`config.mk`:
```
export PLATFORM = sky130hd
export DESIGN_NAME = conv_sequencer
export DESIGN_NICKNAME = d
export VERILOG_FILES = /design/src/rtl/conv_sequencer.sv
export SDC_FILE = /design/constraint.sdc
export NUM_CORES = 1
export LEC_CHECK = 0
export CAP_MARGIN = 10
export CORE_ASPECT_RATIO = 1.4
export CORE_MARGIN = 2
export CORE_UTILIZATION = 35
export DETAILED_ROUTE_END_ITERATION = 8
export PLACE_DENSITY = 0.62
export SLEW_MARGIN = 0
export SYNTH_ARGS = -nofsm -noshare
export SYNTH_HDL_FRONTEND = slang
export SYNTH_SLANG_ARGS = --single-unit
```
`constraint.sdc`:
```
create_clock -name clk -period 13.8 [get_ports clk]
set_input_delay 2.76 -clock clk [delete_from_list [all_inputs] [get_ports clk]]
set_output_delay 2.76 -clock clk [all_outputs]
set_load 0.03 [all_outputs]
```
`src/rtl/conv_sequencer.sv`:
```
// conv_sequencer -- address/control sequencer for a convolution accelerator.
//
// After a trigger, walks the output grid (stride s, raster order) and, for each
// output pixel, issues one MAC tap per filter element (depth innermost, then
// filter x, then filter y). Taps that fall outside the image are flagged as
// padding. Once the MAC datapath returns the accumulated sum, the biased result
// is written to output memory and the next pixel starts.
//
// Ports
//   clk, rst                    clock, asynchronous active-low reset
//   trigger_accel               one-cycle start pulse (ignored while busy)
//   image_dim, image_depth      image width/height in pixels, channels per pixel
//   *_memory_offset             base addresses of image, filter and output
//   filter_halfsize             h; filter is (2h+1)x(2h+1)xdepth
//   filter_stride               output stride (0 behaves as 1)
//   filter_bias                 added to every output word
//   mac_valid/mac_ready         tap handshake
//   mac_image_addr/filter_addr  tap addresses; mac_pad marks out-of-image taps
//   mac_first, mac_last         first/last tap of an output pixel
//   result_valid, result_data   accumulated sum for the current pixel
//   mem_write_*                 output memory write port
//   busy, done                  run in progress / one-cycle completion pulse
module conv_sequencer #(
    parameter int ADDR_W = 16,
    parameter int DATA_W = 18
) (
    input  logic              clk,
    input  logic              rst,
    input  logic              trigger_accel,
    input  logic [7:0]        image_dim,
    input  logic [8:0]        image_depth,
    input  logic [ADDR_W-1:0] image_memory_offset,
    input  logic [ADDR_W-1:0] filter_memory_offset,
    input  logic [ADDR_W-1:0] output_memory_offset,
    input  logic [1:0]        filter_halfsize,
    input  logic [2:0]        filter_stride,
    input  logic [DATA_W-1:0] filter_bias,
    output logic              mac_valid,
    input  logic              mac_ready,
    output logic [ADDR_W-1:0] mac_image_addr,
    output logic [ADDR_W-1:0] mac_filter_addr,
    output logic              mac_pad,
    output logic              mac_first,
    output logic              mac_last,
    input  logic              result_valid,
    input  logic [DATA_W-1:0] result_data,
    output logic              mem_write_en,
    output logic [ADDR_W-1:0] mem_write_addr,
    output logic [DATA_W-1:0] mem_write_data,
    output logic              busy,
    output logic              done
);

    typedef enum logic [2:0] {
        S_IDLE,
        S_ISSUE,
        S_WAIT,
        S_WRITE,
        S_DONE
    } state_t;

    // Signed coordinates: 11 bits hold 255 + stride and -3 without wrapping.
    typedef logic signed [10:0] coord_t;

    state_t state_q, state_d;

    // Configuration captured at trigger accept.
    logic [7:0]        dim_q;
    logic [8:0]        depth_q;
    logic [ADDR_W-1:0] img_off_q;
    logic [ADDR_W-1:0] flt_off_q;
    logic [ADDR_W-1:0] out_off_q;
    logic [1:0]        h_q;
    logic [2:0]        stride_q;
    logic [DATA_W-1:0] bias_q;

    // Walk counters.
    coord_t            ox_q, oy_q;
    coord_t            fx_q, fy_q;
    logic [8:0]        d_q;
    logic [ADDR_W-1:0] k_q;
    logic [ADDR_W-1:0] n_q;
    logic [DATA_W-1:0] res_q;

    // Derived values.
    coord_t            h_pos, h_in, dim_s, stride_s;
    coord_t            iy, ix, ox_next, oy_next;
    logic              in_bounds, d_last, tap_last, row_end, grid_end;
    logic [ADDR_W-1:0] pix_lin, img_addr;

    assign h_pos    = {9'd0, h_q};
    assign h_in     = {9'd0, filter_halfsize};
    assign dim_s    = {3'd0, dim_q};
    assign stride_s = {8'd0, stride_q};

    assign iy = oy_q + fy_q;
    assign ix = ox_q + fx_q;
    assign in_bounds = (iy >= 0) && (ix >= 0) && (iy < dim_s) && (ix < dim_s);

    // Only meaningful when in bounds; arithmetic wraps modulo 2^ADDR_W.
    always_comb begin
        pix_lin  = ADDR_W'(iy[9:0]) * ADDR_W'(dim_q) + ADDR_W'(ix[9:0]);
        img_addr = img_off_q + pix_lin * ADDR_W'(depth_q) + ADDR_W'(d_q);
    end

    assign d_last   = (d_q == depth_q - 9'd1);
    assign tap_last = (fy_q == h_pos) && (fx_q == h_pos) && d_last;

    assign ox_next  = ox_q + stride_s;
    assign oy_next  = oy_q + stride_s;
    assign row_end  = (ox_next >= dim_s);
    assign grid_end = (oy_next >= dim_s);

    // State register.
    always_ff @(posedge clk or negedge rst) begin
        if (!rst) begin
            state_q <= S_IDLE;
        end else begin
            // NOTE: sequential state uses non-blocking assignment so every
            // register samples pre-edge values regardless of block order.
            state_q <= state_d;
        end
    end

    // Next state and outputs. All outputs are decoded from registered state,
    // so reset zeroes them in the same cycle.
    always_comb begin
        // NOTE: every output gets a default first so no path infers a latch.
        state_d         = state_q;
        mac_valid       = 1'b0;
        mac_image_addr  = '0;
        mac_filter_addr = '0;
        mac_pad         = 1'b0;
        mac_first       = 1'b0;
        mac_last        = 1'b0;
        mem_write_en    = 1'b0;
        mem_write_addr  = '0;
        mem_write_data  = '0;
        busy            = (state_q != S_IDLE);
        done            = 1'b0;

        case (state_q)
            S_IDLE: begin
                if (trigger_accel) begin
                    if (image_dim == 8'd0 || image_depth == 9'd0) state_d = S_DONE;
                    else                                          state_d = S_ISSUE;
                end
            end
            S_ISSUE: begin
                mac_valid       = 1'b1;
                mac_pad         = !in_bounds;
                mac_image_addr  = in_bounds ? img_addr : '0;
                mac_filter_addr = flt_off_q + k_q;
                mac_first       = (k_q == '0);
                mac_last        = tap_last;
                if (mac_ready && tap_last) state_d = S_WAIT;
            end
            S_WAIT: begin
                if (result_valid) state_d = S_WRITE;
            end
            S_WRITE: begin
                mem_write_en   = 1'b1;
                mem_write_addr = out_off_q + n_q;
                mem_write_data = res_q + bias_q;
                if (row_end && grid_end) state_d = S_DONE;
                else                     state_d = S_ISSUE;
            end
            S_DONE: begin
                done    = 1'b1;
                state_d = S_IDLE;
            end
            default: state_d = S_IDLE;
        endcase
    end

    // Configuration capture and walk counters.
    always_ff @(posedge clk or negedge rst) begin
        if (!rst) begin
            dim_q     <= '0;
            depth_q   <= '0;
            img_off_q <= '0;
            flt_off_q <= '0;
            out_off_q <= '0;
            h_q       <= '0;
            stride_q  <= '0;
            bias_q    <= '0;
            ox_q      <= '0;
            oy_q      <= '0;
            fx_q      <= '0;
            fy_q      <= '0;
            d_q       <= '0;
            k_q       <= '0;
            n_q       <= '0;
            res_q     <= '0;
        end else begin
            case (state_q)
                S_IDLE: begin
                    if (trigger_accel) begin
                        dim_q     <= image_dim;
                        depth_q   <= image_depth;
                        img_off_q <= image_memory_offset;
                        flt_off_q <= filter_memory_offset;
                        out_off_q <= output_memory_offset;
                        h_q       <= filter_halfsize;
                        stride_q  <= (filter_stride == 3'd0) ? 3'd1 : filter_stride;
                        bias_q    <= filter_bias;
                        ox_q      <= '0;
                        oy_q      <= '0;
                        fy_q      <= -h_in;
                        fx_q      <= -h_in;
                        d_q       <= '0;
                        k_q       <= '0;
                        n_q       <= '0;
                    end
                end
                S_ISSUE: begin
                    if (mac_ready) begin
                        if (tap_last) begin
                            // Rewind the filter walk for the next output pixel.
                            k_q  <= '0;
                            d_q  <= '0;
                            fy_q <= -h_pos;
                            fx_q <= -h_pos;
                        end else begin
                            k_q <= k_q + ADDR_W'(1);
                            if (d_last) begin
                                d_q <= '0;
                                if (fx_q == h_pos) begin
                                    fx_q <= -h_pos;
                                    fy_q <= fy_q + 11'sd1;
                                end else begin
                                    fx_q <= fx_q + 11'sd1;
                                end
                            end else begin
                                d_q <= d_q + 9'd1;
                            end
                        end
                    end
                end
                S_WAIT: begin
                    if (result_valid) res_q <= result_data;
                end
                S_WRITE: begin
                    n_q <= n_q + ADDR_W'(1);
                    if (row_end) begin
                        ox_q <= '0;
                        oy_q <= oy_next;
                    end else begin
                        ox_q <= ox_next;
                    end
                end
                default: ;
            endcase
        end
    end

endmodule

```
# --- Word-level counts from Yosys, hierarchy flattened ---
# Index checks and enable logic that the tools add are counted.
# Widths: inputs -> output; s select.
op_classes:
  muxes: 44
  magnitude_cmp: 6
  mul: 2
  eq_ne: 14
  n_reduce_logical: 25
  addsub: 18
op_table:
  columns: ["cell", "count"]
  rows:
  - ["$mux 11", 12]
  - ["$mux 16", 7]
  - ["$pmux 11 s2", 4]
  - ["$add 16x16->16", 4]
  - ["$pmux 16 s2", 2]
  - ["$mux 9", 4]
  - ["$add 16x1->16 const B", 2]
  - ["$add 11x11->11", 2]
  - ["$add 11x2->11 const B", 2]
  - ["$add 11x4->11", 2]
  - ["$eq 11x3->1", 2]
  - ["$ge 11x1->1 const B", 2]
  - ["$ge 11x9->1", 2]
  - ["$lt 11x9->1", 2]
  - ["$neg 2->11", 2]
  - ["$add 18x18->18", 1]
  - ["$mux 18", 1]
  - ["$mux 3", 6]
  - ["$pmux 9 s2", 1]
  - ["$add 16x9->16", 1]
  - ["$logic_not 16->1", 1]
  - ["$mul 10x9->16", 1]
  - ["$mul 16x9->16", 1]
  - ["$pmux 3 s4", 1]
  - ["21 further kinds", 44]
totals:
  register_bits: 194
  word_cells: 126
  input_bits: 111
  output_inout_bits: 73

# --- Logic depth before layout (Yosys ltp) ---
depth:
  ltp_word: 8
  ltp_mapped: 43

# --- Worst setup path after synthesis ---
# Ideal clock, no wire load.
synth_path:
  path_kind: "register to output"
  start: "reg oy_q[4]"
  end: "out mac_image_addr[15]"
  slack_ns: 0.247
  required_ns: 11.040
  arrival_ns: 10.793
  path_buffers: 1
  stages_incl_launch_ff: 38
  path_cell_list: "dfrtp_1 > ha_1 > a21oi_1 > o311ai_1 > a21o_1 > a21oi_1 > mux2i_1 > or2_2 > clkbuf_1 > nand2_1 > fa_1 > fa_1 > fa_1 > fa_1 > inv_1 > fa_1 > ha_1 > inv_1 > [... 2 more ...] > o311ai_4 > nand2_1 > fa_1 > fa_1 > fa_1 > fa_1 > inv_1 > fa_1 > xnor2_1 > xnor2_1 > xnor2_1 > xnor2_1 > xnor3_1 > xnor2_1 > xnor2_1 > xnor2_2 > xnor3_1 > nor2_1"
synth_via:
  elab_chain_cells: 8
  word_cells_on_any_way: 13
  cone_classes: "add/sub (4); mul (2); order compare (2); mux (2); reduce/logical (3)"
synth_rtl:
  columns: ["element", "line", "text"]
  rows:
  - ["start, declared", "78", "coord_t ox_q, oy_q;"]
  - ["start signal, assigned", "247", "oy_q <= oy_next;"]
  - ["$add 11x11->11 (*)", "96", "assign iy = oy_q + fy_q;"]
  - ["$mul 10x9->16", "102", "pix_lin = ADDR_W'(iy[9:0]) * ADDR_W'(dim_q) + ADDR_W'(ix[9:0]);"]
  - ["$add 16x16->16", "102", null]
  - ["$mul 16x9->16", "103", "img_addr = img_off_q + pix_lin * ADDR_W'(depth_q) + ADDR_W'(d_q);"]
  - ["$add 16x16->16", "103", null]
  - ["$add 16x9->16", "103", null]
  - ["$mux 16 (*)", "152", "mac_image_addr = in_bounds ? img_addr : '0;"]
  - ["$mux 16 (*)", "142", "case (state_q)"]
  - ["end, declared", "40", "output logic [ADDR_W-1:0] mac_image_addr,"]
# Mark *: on every way between the ends. The rest lies on a longest branch, timed or not.

# --- Worst setup path in the final report ---
layout_path:
  start: "reg oy_q[0]"
  end: "out mac_image_addr[15]"
# The elaborated chain is that of the path after synthesis.

==> reports/qor.csv <==
stage;metric;value;unit
drt;finalWirelength;58370;um
yosys;synth_nets;2806;
yosys;ys_seq_area_share;24.33;%
outcome;status;finished clean;
sta;hold_violations;0;
floorplan;core-area;0.05645;sq mm
finish;final_cell_mix;nand2_1, inv_1, dfrtp_1;
global_routing;grt_overflow;0;
run;maxCapViolations;0;
yosys;postSynthCellCount;2338;
global_routing;antenna_found_initial;1;
sta;tightestPinTransition;1012;ps
global_routing;grt_pass1_vias;17810;
drt;via_per_inst;5.190;
worst_setup_path;cp.required;11040;ps
drt;route.detailed.drc;0;
global_routing;grt_max_degree;76;
clock_tree;cts.path.max_buffers;2;
yosys;synth_simple_gate_area_share;19.98;%
sta;fin_crit_sh;99.95;%
drt;firstDrtPassIters;5;
yosys;syn_area;0.01995;sq mm
clock_tree;hold_buffers;0;
floorplan;die_y;286.5;um
yosys;synth_top_family_by_area;adder cells;
clock_tree;htree_levels;4;
sta;min_period;13790;ps
hold_path;hold_path.class;flip-flop to flip-flop;
yosys;synth_ff_type;dfrtp_1;
yosys;synth_edf_count;0;
sta;finClkSkew;12.44;ps
worst_setup_path;cp_common_cell;fa_1;
floorplan;io_pins;184;
yosys;yosys.area_share.adder;28.48;%
sta;setup_viol_count_final;0;
yosys;synth_cell_type_count;76;
clock_tree;tritoncts;built;
finish;drive_above_1_share;9.404;%
worst_setup_path;slowest_delay;580;ps
worst_setup_path;critPathCaptureType;primary output;
yosys;synth_area_leaders;dfrtp_1, fa_1, ha_1;
clock_tree;cts.sinks;194;
yosys;synth-compound-area-share;12.84;%
worst_setup_path;arrival;11030;ps
placed_design;post-place-cells;3229;
sta;grt_setup_unrepaired;true;
placed_design;port_buffers;183;
worst_setup_path;worst_path_max_delay_cell;fa_1;
finish;final_common_cell;nand2_1;
clock_tree;clk_pin_slew;80;ps
clock_tree;ctsRootBufferMaster;clkbuf_16;
worst_setup_path;cp_max_fo;5;
global_routing;track_usage;20.43;%
yosys;synth.top_cell.area_share;24.33;%
yosys;synth_area_leader_cell;dfrtp_1;
drt;vias;17070;
yosys;post_synth.cell_area_avg;8.534;sq um
worst_setup_path;critPathKind;flip-flop to primary output;
finish;area_delta_synth_final;21.43;%
clock_tree;clk_latency;500;ps
floorplan;initial_utilization;35.35;%
sta;fmaxAchievable;0.07250;GHz
drt;antenna_left;0;
finish;fin_cells;3288;
sta;slew_headroom;32.52;%
yosys;yosysWarnings;0;
yosys;synth.mux.area_fraction;1.787;%
sta;final_max_slew_viol_count;0;
drt;drt-wirelength-per-cell;17.75;um
yosys;ys_seq_elements;194;
yosys;ys_async_sr_fraction;100.0;%
placed_design;dp_hpwl;44670;um
drt;drt_iter0_markers;770;
yosys;synth_xor_area_share;6.083;%
placed_design;globalplace.congestion;0.8979;
clock_tree;numCtsBuffers;17;
floorplan;die_area;0.05896;sq mm
global_routing;grt_pass1_wl;94140;um
floorplan;die_w;205.8;um
worst_setup_path;cp-start-kind;flip-flop;
finish;fin_nets;3007;
placed_design;placed_cell_area;0.02287;sq mm
finish;final_cell_area;0.02423;sq mm
floorplan;rows;103;
layout make-up:
type,instances,area (sq um)
diodes,1,2.502
inverters,261,979.7
flip-flops and latches,194,4857
clock inverters,13,141.4
fillers,5586,32220
repair buffers,264,2557
well taps,735,919.6
clock buffers,19,432.9
multi-input cells,1801,14340
through the flow:
step | worst slack, ps | hold slack, ps | util (%) | TNS [ps]
floorplan | 247.2 | 452.3 | - | 0
global placement | 179.3 | 466.0 | 40.52 | 0
detailed placement | -17.71 | 470.9 | 40.52 | -17.71
CTS | -10.31 | 490.4 | 42.47 | -10.31
global route | -413.6 | 505.6 | 42.92 | -414.4
finish | 7.386 | 488.9 | 42.92 | 0
layer usage:
| metal | routed length, um | share of wire, % | track usage (%) | up-vias |
|---|---|---|---|---|
| li1 | - | - | - | 8138 |
| met1 | 23080 | 40 | 23.08 | 8415 |
| met2 | 30070 | 52 | 37.05 | 409 |
| met3 | 2875 | 4.9 | 4.020 | 102 |
| met4 | 2332 | 4.0 | 8.875 | 2 |
| met5 | 11 | 0.019 | 0 | - |
synthesized netlist by cell type, types with 8 or more instances:
library cell	n
o21ai_0	112
inv_1	260
clkbuf_1	74
ha_1	195
nor2_1	148
and3_1	38
xor2_1	51
mux2_2	20
xnor2_1	78
nand2_1	442
or2_2	8
a21oi_1	108
o21bai_1	22
mux2i_1	12
nor3_1	29
o21a_1	9
fa_1	162
dfrtp_1	194
nand3_1	50
a21o_1	48
nand2b_1	28
and2_1	52
o211ai_1	12
nand4_1	21
a31oi_1	10
nor2b_1	15
nor4_1	14
critical path, delay by kind of cell, from the launching register on:
family	cells	cell delay, ps
adders and majority gates	13	5730
DFF	1	410
xor gates and xnor gates	10	1970
and+or+nand+nor	6	1040
AOI/OAI and AO/OA	4	450
buffers and inverters	10	910
worst paths after layout:
| check | startpoint | end | slack, ps | depth (start not counted) |
|---|---|---|---|---|
| setup / recovery | oy_q[0]$_DFFE_PN0P_ | mac_image_addr[15] | 7 | 43 |
| min in group asynchronous | rst | img_off_q[9]$_DFFE_PN0P_ | 2290 | 1 |
| setup reg to reg | depth_q[0]$_DFFE_PN0P_ | fy_q[0]$_DFFE_PN0P_ | 9230 | 11 |
| hold reg to reg | bias_q[16]$_DFFE_PN0P_ | bias_q[16]$_DFFE_PN0P_ | 490 | 2 |
| hold / removal | bias_q[16]$_DFFE_PN0P_ | bias_q[16]$_DFFE_PN0P_ | 490 | 2 |
| max in group asynchronous | rst | oy_q[2]$_DFFE_PN0P_ | 9320 | 3 |
kinds of logic after synthesis:
group,count (synthesis)
simple gates,878
fa+ha+maj,357
mux,33
buf+inv,343
compound gates,400
xor+xnor,133
flops,194
state kept, by name (all words and copies together), names as in the netlist, 16 cells and up:
name       flops
bias_q        18
out_off_q     16
n_q           16
flt_off_q     16
res_q         18
img_off_q     16
k_q           16
timing repair:
| action | 4_1_cts | 5_1_grt |
|---|---|---|
| gates resized for setup | 68 | 37 |
| endpoints found under the setup margin | 4 | 7 |
| pin swaps | 67 | 52 |
| setup buffers | 19 | 8 |
Power is left out: the tool's default activity adds up to more than one toggle a clock period on the data nets, which glitch-free logic cannot reach.
